File: src/rtl/uart_pkg.sv
// ---------------------------------------------------------------------------
// uart_pkg
// Shared definitions for the UART engines: serialiser state encodings and
// frame constants. Imported by uart_tx_engine (and a future RX engine).
// Optional feature macro: VMICRO16_UART_TX_PARITY_EN (the PARITY encoding is
// always declared; only the TX engine decides whether it is ever entered).
// Ports: none (package).
// ---------------------------------------------------------------------------
package uart_pkg;

  typedef enum logic [2:0] {
    UART_TX_IDLE   = 3'd0,
    UART_TX_START  = 3'd1,
    UART_TX_DATA   = 3'd2,
    UART_TX_PARITY = 3'd3,
    UART_TX_STOP   = 3'd4
  } uart_tx_state_e;

  localparam int   UART_DATA_BITS  = 8;
  localparam logic UART_IDLE_LEVEL = 1'b1;

endpackage

File: src/rtl/uart_sync_fifo.sv
// ---------------------------------------------------------------------------
// uart_sync_fifo
// Small single-clock FIFO used as the UART byte buffer. Pushes while full and
// pops while empty are ignored. Full/empty are decoded from the registered
// count, so a push that coincides with a pop while full is still rejected.
// Ports:
//   clk    in   system clock
//   reset  in   asynchronous active-low reset
//   push   in   write din this cycle (ignored when full)
//   pop    in   advance read pointer this cycle (ignored when empty)
//   din    in   WIDTH  write data
//   dout   out  WIDTH  data at the read pointer (valid when not empty)
//   count  out  $clog2(DEPTH)+1  current occupancy
//   full   out  count == DEPTH
//   empty  out  count == 0
// DEPTH must be a power of two (pointers wrap by natural overflow).
// ---------------------------------------------------------------------------
module uart_sync_fifo #(
  parameter int WIDTH = 8,
  parameter int DEPTH = 8
) (
  input  logic                     clk,
  input  logic                     reset,
  input  logic                     push,
  input  logic                     pop,
  input  logic [WIDTH-1:0]         din,
  output logic [WIDTH-1:0]         dout,
  output logic [$clog2(DEPTH):0]   count,
  output logic                     full,
  output logic                     empty
);

  localparam int AW = $clog2(DEPTH);
  localparam logic [AW:0]   FULL_CNT = (AW+1)'(DEPTH);
  localparam logic [AW:0]   CNT_ONE  = (AW+1)'(1);
  localparam logic [AW-1:0] PTR_ONE  = AW'(1);

  logic [WIDTH-1:0] mem [DEPTH];
  logic [AW-1:0]    wr_ptr;
  logic [AW-1:0]    rd_ptr;
  logic             do_push;
  logic             do_pop;

  assign full    = (count == FULL_CNT);
  assign empty   = (count == '0);
  assign do_push = push && !full;
  assign do_pop  = pop && !empty;
  assign dout    = mem[rd_ptr];

  // Storage array has no reset; only pointers and count define validity.
  always_ff @(posedge clk) begin
    if (do_push) begin
      mem[wr_ptr] <= din;
    end
  end

  always_ff @(posedge clk or negedge reset) begin
    if (!reset) begin
      wr_ptr <= '0;
      rd_ptr <= '0;
      count  <= '0;
    end else begin
      if (do_push) begin
        wr_ptr <= wr_ptr + PTR_ONE;
      end
      if (do_pop) begin
        rd_ptr <= rd_ptr + PTR_ONE;
      end
      case ({do_push, do_pop})
        2'b10:   count <= count + CNT_ONE;
        2'b01:   count <= count - CNT_ONE;
        default: count <= count;
      endcase
    end
  end

endmodule

File: src/rtl/uart_tx_engine.sv
// ---------------------------------------------------------------------------
// uart_tx_engine
// Byte-oriented UART transmitter: bytes strobed in on 'transmit' are queued in
// a uart_sync_fifo and serialised LSB first (start, 8 data, [parity], stop)
// onto a registered 'tx' line at CLKS_PER_BIT clocks per bit. Back-to-back
// bytes are sent with no idle gap between stop and the next start bit.
// Optional feature macro: VMICRO16_UART_TX_PARITY_EN -- when defined, an even
// parity bit (XOR of the data bits) is sent between bit 7 and the stop bit.
// Ports:
//   clk            in   system clock
//   reset          in   asynchronous active-low reset (aborts any frame)
//   tx_byte        in   8  byte to enqueue
//   transmit       in   enqueue strobe (dropped while tx_fifo_full)
//   tx_fifo_full   out  FIFO holds FIFO_DEPTH entries
//   tx_fifo_count  out  $clog2(FIFO_DEPTH)+1  FIFO occupancy
//   busy           out  FIFO non-empty or serialiser not idle
//   tx             out  serial line, idle high
// ---------------------------------------------------------------------------
module uart_tx_engine
  import uart_pkg::*;
#(
  parameter int CLKS_PER_BIT = 434,
  parameter int FIFO_DEPTH   = 8
) (
  input  logic                          clk,
  input  logic                          reset,
  input  logic [7:0]                    tx_byte,
  input  logic                          transmit,
  output logic                          tx_fifo_full,
  output logic [$clog2(FIFO_DEPTH):0]   tx_fifo_count,
  output logic                          busy,
  output logic                          tx
);

  localparam int BW = $clog2(CLKS_PER_BIT);
  localparam logic [BW-1:0] BAUD_LAST = BW'(CLKS_PER_BIT - 1);
  localparam logic [BW-1:0] BAUD_ONE  = BW'(1);
  localparam logic [2:0]    LAST_BIT  = 3'(UART_DATA_BITS - 1);

  uart_tx_state_e state, state_next;
  logic [BW-1:0]  baud_cnt, baud_next;
  logic [2:0]     bit_idx, bit_idx_next;
  logic [7:0]     shift_reg, shift_next;
  logic           tx_reg, tx_next;
  logic           fifo_pop;
  logic           fifo_empty;
  logic [7:0]     fifo_dout;
  logic           bit_done;
`ifdef VMICRO16_UART_TX_PARITY_EN
  logic           parity_reg, parity_next;
`endif

  uart_sync_fifo #(
    .WIDTH (8),
    .DEPTH (FIFO_DEPTH)
  ) u_fifo (
    .clk   (clk),
    .reset (reset),
    .push  (transmit),
    .pop   (fifo_pop),
    .din   (tx_byte),
    .dout  (fifo_dout),
    .count (tx_fifo_count),
    .full  (tx_fifo_full),
    .empty (fifo_empty)
  );

  assign bit_done = (baud_cnt == BAUD_LAST);
  assign busy     = !fifo_empty || (state != UART_TX_IDLE);
  assign tx       = tx_reg;

  always_ff @(posedge clk or negedge reset) begin
    if (!reset) begin
      state      <= UART_TX_IDLE;
      baud_cnt   <= '0;
      bit_idx    <= '0;
      shift_reg  <= '0;
      tx_reg     <= UART_IDLE_LEVEL;
`ifdef VMICRO16_UART_TX_PARITY_EN
      parity_reg <= 1'b0;
`endif
    end else begin
      state      <= state_next;
      baud_cnt   <= baud_next;
      bit_idx    <= bit_idx_next;
      shift_reg  <= shift_next;
      tx_reg     <= tx_next;
`ifdef VMICRO16_UART_TX_PARITY_EN
      parity_reg <= parity_next;
`endif
    end
  end

  // Next-state logic. tx is registered, so each branch sets the level the
  // line takes for the bit period that starts on the coming edge. Loading a
  // byte (from IDLE or at the end of STOP) pops the FIFO and drives the start
  // bit on the same edge.
  always_comb begin
    state_next   = state;
    baud_next    = baud_cnt;
    bit_idx_next = bit_idx;
    shift_next   = shift_reg;
    tx_next      = tx_reg;
    fifo_pop     = 1'b0;
`ifdef VMICRO16_UART_TX_PARITY_EN
    parity_next  = parity_reg;
`endif
    case (state)
      UART_TX_IDLE: begin
        baud_next = '0;
        tx_next   = UART_IDLE_LEVEL;
        if (!fifo_empty) begin
          fifo_pop   = 1'b1;
          shift_next = fifo_dout;
`ifdef VMICRO16_UART_TX_PARITY_EN
          parity_next = ^fifo_dout;
`endif
          tx_next    = 1'b0;
          state_next = UART_TX_START;
        end
      end
      UART_TX_START: begin
        if (bit_done) begin
          baud_next    = '0;
          bit_idx_next = '0;
          tx_next      = shift_reg[0];
          state_next   = UART_TX_DATA;
        end else begin
          baud_next = baud_cnt + BAUD_ONE;
        end
      end
      UART_TX_DATA: begin
        if (bit_done) begin
          baud_next = '0;
          if (bit_idx == LAST_BIT) begin
`ifdef VMICRO16_UART_TX_PARITY_EN
            tx_next    = parity_reg;
            state_next = UART_TX_PARITY;
`else
            tx_next    = UART_IDLE_LEVEL;
            state_next = UART_TX_STOP;
`endif
          end else begin
            // The next data bit is bit 1 of the unshifted register.
            shift_next   = shift_reg >> 1;
            tx_next      = shift_reg[1];
            bit_idx_next = bit_idx + 3'd1;
          end
        end else begin
          baud_next = baud_cnt + BAUD_ONE;
        end
      end
`ifdef VMICRO16_UART_TX_PARITY_EN
      UART_TX_PARITY: begin
        if (bit_done) begin
          baud_next  = '0;
          tx_next    = UART_IDLE_LEVEL;
          state_next = UART_TX_STOP;
        end else begin
          baud_next = baud_cnt + BAUD_ONE;
        end
      end
`endif
      UART_TX_STOP: begin
        if (bit_done) begin
          baud_next = '0;
          if (!fifo_empty) begin
            fifo_pop   = 1'b1;
            shift_next = fifo_dout;
`ifdef VMICRO16_UART_TX_PARITY_EN
            parity_next = ^fifo_dout;
`endif
            tx_next    = 1'b0;
            state_next = UART_TX_START;
          end else begin
            tx_next    = UART_IDLE_LEVEL;
            state_next = UART_TX_IDLE;
          end
        end else begin
          baud_next = baud_cnt + BAUD_ONE;
        end
      end
      default: begin
        baud_next  = '0;
        tx_next    = UART_IDLE_LEVEL;
        state_next = UART_TX_IDLE;
      end
    endcase
  end

endmodule

File: config.mk
export PLATFORM = sky130hd
export DESIGN_NAME = uart_tx_engine
export DESIGN_NICKNAME = d
export VERILOG_FILES = /design/src/rtl/uart_pkg.sv /design/src/rtl/uart_sync_fifo.sv /design/src/rtl/uart_tx_engine.sv
export SDC_FILE = /design/constraint.sdc
export NUM_CORES = 1
export LEC_CHECK = 0
export CAP_MARGIN = 30
export CORE_MARGIN = 2
export CORE_UTILIZATION = 35
export DETAILED_ROUTE_END_ITERATION = 10
export PLACE_DENSITY = 0.65
export SKIP_CTS_REPAIR_TIMING = 1
export SLEW_MARGIN = 20
export SYNTH_ARGS = -nofsm -noshare
export SYNTH_HDL_FRONTEND = slang
export SYNTH_SLANG_ARGS = --single-unit
File: constraint.sdc
create_clock -name clk -period 2.2 [get_ports clk]
set_input_delay 0.22 -clock clk [delete_from_list [all_inputs] [get_ports clk]]
set_output_delay 0.22 -clock clk [all_outputs]
set_load 0.005 [all_outputs]
# After elaboration in Yosys (flattened, before gate mapping)
# Memories as Yosys holds them, arrays and structs flattened.
# Index checks and enable logic that the tools add are counted.
[totals] ram_bits=64 out_inout_bits=7 ff_bits=34 mem_count=1 in_bits=11 wordCells=75
[op_classes] reduce_logical=16 n_addsub=6 mux=30 n_eq_ne=14
[memory_table] name="u_fifo.mem" depth=8 width=8 read_ports=1 rd_clocked_by_memory_dff=0 wr=1 line_no="uart_sync_fifo.sv:38" text="logic [WIDTH-1:0] mem [DEPTH];"
[op_table] op="two-way mux 8 bit" count=4
[op_table] op="two-way mux 3 bit" count=8
[op_table] op="one-hot mux 8 bit (3 select lines)" count=1
[op_table] op="two-way mux 9 bit" count=2
[op_table] op="!= test 2 bit, second input constant" count=6
[op_table] op="one-hot mux 3 bit (4 select lines)" count=1
[op_table] op="two-way mux 1 bit" count=10
[op_table] op="adder 3 x 1 -> 3 bit, second input constant" count=3
[op_table] op="adder 9 x 1 -> 9 bit, second input constant" count=1
[op_table] op="== test 9 bit, second input constant" count=1
[op_table] op="one-hot mux 4 bit (2 select lines)" count=1
[op_table] op="AND reduction 4 bit" count=2
[op_table] op="== test 3 bit, second input constant" count=2
[op_table] op="one-hot mux 3 bit (2 select lines)" count=1
[op_table] op="nonzero test 3 bit" count=2
[op_table] op="AND reduction 5 bit" count=1
[op_table] op="adder 4 x 1 -> 4 bit, second input constant" count=1
[op_table] op="== test 4 bit, second input constant" count=1
[op_table] op="zero test 4 bit" count=1
[op_table] op="one-hot mux 1 bit (4 select lines)" count=1
[op_table] op="nonzero test 2 bit" count=2
[op_table] op="subtractor 4 x 1 -> 4 bit, second input constant" count=1
[op_table] op="== test 3 x 1 -> 1 bit, second input constant" count=1
[op_table] op="== test 3 x 2 -> 1 bit, second input constant" count=1
[op_table] op="other kinds (9)" count=11

# Logic depth before layout (Yosys ltp)
[logic_depth] word_depth=7 depth_mapped=14 mapped_depth_nobuf=14

# Cells and area by module
# Synthesis repeated with hierarchy kept, for this count alone.
[hier_totals] hier_cells=286 hier_area_um2=4386.7
[by_module_without_submodules] module="uart_sync_fifo" area_per_inst_um2=3134.3 n_inst=1 cells_each=160
[by_module_without_submodules] module="uart_tx_engine" area_per_inst_um2=1252.5 n_inst=1 cells_each=126

# Least setup slack after synthesis
# No wires, ideal clock.
[synth_path] kind="register to register" from="register baud_cnt[0]" to="register u_fifo.count[3]" n_path_buf=0 synth_period_minus_slack_ps=2443 stages_incl_launch_ff=14 path_slack_ps=-243 arrival_ps=2318 cell_sequence="dfrtp_1 ha_1 and4b_1 nand4_2 nand2_1 nand3_1 inv_1 ha_1 ha_1 a21o_1 a21oi_1 xnor2_1 nor2_1 xor2_1"
[synth_between] elab_chain_cells=6
[synth_rtl] element="start: declaration" line_no="uart_tx_engine.sv:41" text="logic [BW-1:0] baud_cnt, baud_next;"
[synth_rtl] element="start signal: assignment" line_no="uart_tx_engine.sv:84" text="baud_cnt <= baud_next;"
[synth_rtl] element="== test 9 bit (*)" line_no="uart_tx_engine.sv:68" text="assign bit_done = (baud_cnt == BAUD_LAST);"
[synth_rtl] element="two-way mux 1 bit (*)" line_no="uart_tx_engine.sv:165" text="if (bit_done) begin"
[synth_rtl] element="one-hot mux 1 bit (2 select lines) (*)" line_no="uart_tx_engine.sv:108" text="case (state)"
[synth_rtl] element="logical AND 1 bit (*)" line_no="uart_sync_fifo.sv:47" text="assign do_pop = pop && !empty;"
[synth_rtl] element="net u_fifo.do_pop" line_no="uart_sync_fifo.sv:42" text="logic do_pop;"
[synth_rtl] element="== test 2 x 1 -> 1 bit or == test 2 bit (tied branches)" line_no="uart_sync_fifo.sv:69" text="case ({do_push, do_pop})"
[synth_rtl] element="one-hot mux 4 bit (2 select lines) or nonzero test 2 bit (tied branches)"
[synth_rtl] element="end signal: assignment" line_no="uart_sync_fifo.sv:70" text="2'b10: count <= count + CNT_ONE;"
[synth_rtl] element="end signal: assignment" line_no="uart_sync_fifo.sv:71" text="2'b01: count <= count - CNT_ONE;"
[synth_rtl] element="end signal: assignment" line_no="uart_sync_fifo.sv:72" text="default: count <= count;"
[synth_rtl] element="end: declaration" line_no="uart_sync_fifo.sv:28" text="output logic [$clog2(DEPTH):0] count,"
# Mark *: on every way through the listed nets, which the timed path passes. The rest lies on a longest branch.
# A chain may end at the register's enable or synchronous reset.

# Worst setup path after layout
[layout_path] from="register baud_cnt[1]" to="register u_fifo.count[3]"
# The elaborated chain is that of the path after synthesis.

==> impl_metrics.tcl <==
set metrics [dict create \
    placed_cells 458 \
    start_util 0.354 \
    ff2ff_setup_slack_ps -20 \
    numCtsBuffers 9 \
    drtAntennaViolNets 0 \
    slew_headroom 0.436 \
    critPathLaunchType "flip-flop" \
    grt_antenna_before_repair 0 \
    die-area_sq_um 12900 \
    gp_congestion 0.830 \
    reg2reg_to "u_fifo.count[3]" \
    finClkSkew_ps 3.71 \
    gr-total-overflow 0 \
    cts.htree.levels 3 \
    post-route-period-util 1.01 \
    ys_seq_area_frac 0.657 \
    finalMaxSlewViolations 0 \
    hold_slack_ps 273 \
    synth_warnings 0 \
    outcome "complete, but fails checks" \
    p_leak_nw 1.92 \
    ios 18 \
    dieWidth_um 114 \
    dieHeight_um 114 \
    ir_drop_v 0.000587 \
    synth_cells 279 \
    finalSetupTns_ps -19.4 \
    routed_wl_um 7300 \
    synth.cell_area_sq_um 4220 \
    dr_total_vias 2307 \
    dp_slack_ps -1.05 \
    setup_viol 1 \
    wl_per_cell_um 15.3 \
    vias_per_cell 4.83 \
    period_needed_ps 2220 \
    critPathKind "reg2reg" \
    rsz0062_at_grt "yes" \
    ys_async_sr_fraction 0.347 \
    area_growth_pct 20.6 \
    worstSkewPairLatency_ps 340 \
    r2r_cells 14 \
    max_cap_viol_count 0 \
    num-nets-final 347 \
    violations "setup timing" \
    ys.flop_type "edfxtp_1" \
    firstDrtPassIters 4 \
    final-hold-violation-count 0 \
    grt_pass1_vias 2341 \
    dp_hpwl_um 4860 \
    grt_first_pass_wirelength_um 12100 \
    n_antenna_cell 0 \
    clkSinkCount 98 \
    p_per_area_nw_per_um2 931 \
    synth_edf_count 64 \
    grt_max_degree 35 \
    hold_path.class "in2async" \
    worst_slack_ps -19.4 \
    largest_reg_flops 64 \
    critical_path_required_ps 2430 \
    cts_tree "yes" \
    synth_largest_area_cell "edfxtp_1" \
    synthDistinctLibCells 44 \
    drive_above_1_share 0.257 \
    track_usage 0.124 \
    tightest_slew_ps 843 \
    final_cells 478 \
    core-area_sq_um 11900 \
    cts_root_buf "clkbuf_16" \
    synth.top_cells.by_area "edfxtp_1 (46%), dfrtp_1 (20%), mux4_2 (8.5%), ha_1 (2.7%), nand2_1 (2.4%)" \
    clock.fmax_mhz 451 \
    total_power_mw 4.74 \
    drc 0 \
    arrival_ps 2450 \
    critPathMaxFanout 3 \
    r2r_start "baud_cnt[1]" \
    synth_seq_cells 98 \
    ctsLongestPathBuffers 2 \
    drt_iter0_markers 129 \
    syn_nets 300 \
    clk_pin_slew_ps 70 \
    port_buffers 17 \
    critPathCaptureType "flip-flop" \
    synth_top_area_frac 0.456 \
    core.rowCount 40 \
    syn_avg_cell_area_sq_um 15.1 \
]
how the worst max path moves through the flow:
stage	depth (start not counted)	start	end
6_report	14	baud_cnt[1]	u_fifo.count[3]
5_1_grt	14	baud_cnt[1]	u_fifo.count[3]
4_1_cts	3	u_fifo.count[3]	busy
3_5_place_dp	10	u_fifo.count[3]	u_fifo.count[3]
3_3_place_gp	3	u_fifo.count[3]	busy
2_1_floorplan	10	u_fifo.count[3]	u_fifo.count[3]
area by class of cell:
cell class	instances	area, sq um
repair buffers	45	388
inverters	12	45.0
fillers	1059	6820
clock buffers	9	225
flip-flops and latches	98	2770
multi-input cells	160	1380
clock inverters	7	93.8
well taps	147	184
layer usage:
metal / vias to the layer above / wire length [um] / global-route usage / share of wire
met2: 22 / 3750 / 0.210 / 0.51
met1: 1159 / 3270 / 0.153 / 0.45
met3: 9 / 165 / 0.0329 / 0.023
met4: 0 / 108 / 0.0439 / 0.015
li1: 1117 / - / - / -
met5: - / 0 / 0 / 0
synthesized netlist by cell type (2+ instances only):
master    instances
edfxtp_1         64
dfrtp_1          33
nand2_1          27
nor2_1           27
mux4_2           16
o21ai_0          12
inv_1            11
mux2i_1          10
xnor2_1          10
ha_1              9
mux2_2            7
nor3_1            5
xor2_1            5
buf_2             4
nand3_1           4
a21oi_1           3
buf_4             2
buf_6             2
nand2b_1          2
or3_1             2
kinds of logic after synthesis:
group / count (synthesis) / synth area share
buffers and inverters: 21 / 0.0276
DFF: 98 / 0.657
adders and majority gates: 10 / 0.0314
AOI/OAI and AO/OA: 24 / 0.0374
and+or+nand+nor: 78 / 0.0872
muxes: 33 / 0.128
xor gates and xnor gates: 15 / 0.0311
cells in the final DEF (no fill, tap or decap), drive strengths merged, types with 2 or more instances in the layout:
cell type / n
buf: 28
mux2: 7
xnor2: 10
nand3: 4
clkdlybuf4s50: 16
edfxtp: 64
or3: 2
a21oi: 4
nand2: 28
mux4: 16
ha: 9
xor2: 5
or4: 2
nand4: 2
dfrtp: 33
inv: 16
nor2: 27
nand2b: 3
mux2i: 10
nor3: 5
o21ai: 13
clkbuf: 10
worst max-delay path, stage by stage, from the launching register on:
cell	delay (ps)
dfrtp_1	380
inv_1	50
ha_1	130
and4b_1	210
nand4_2	100
nand2_2	90
nand3_2	90
inv_2	90
ha_4	150
ha_4	190
a21o_1	160
a21oi_2	150
xnor2_1	130
nor2_1	60
xor2_1	130
metrics by stage:
stage / utilization / area [sq um]
floorplan: - / 4260
global placement: 0.398 / 4740
detailed placement: 0.398 / 4740
CTS: 0.424 / 5060
global route: 0.427 / 5090
finish: 0.427 / 5090
report_power, final:
group          internal (mW)  switching [mW]
sequential              2.21           0.111
combinational          0.373           0.386
clock                  0.921           0.734
Power figures use the tool's default switching activity.
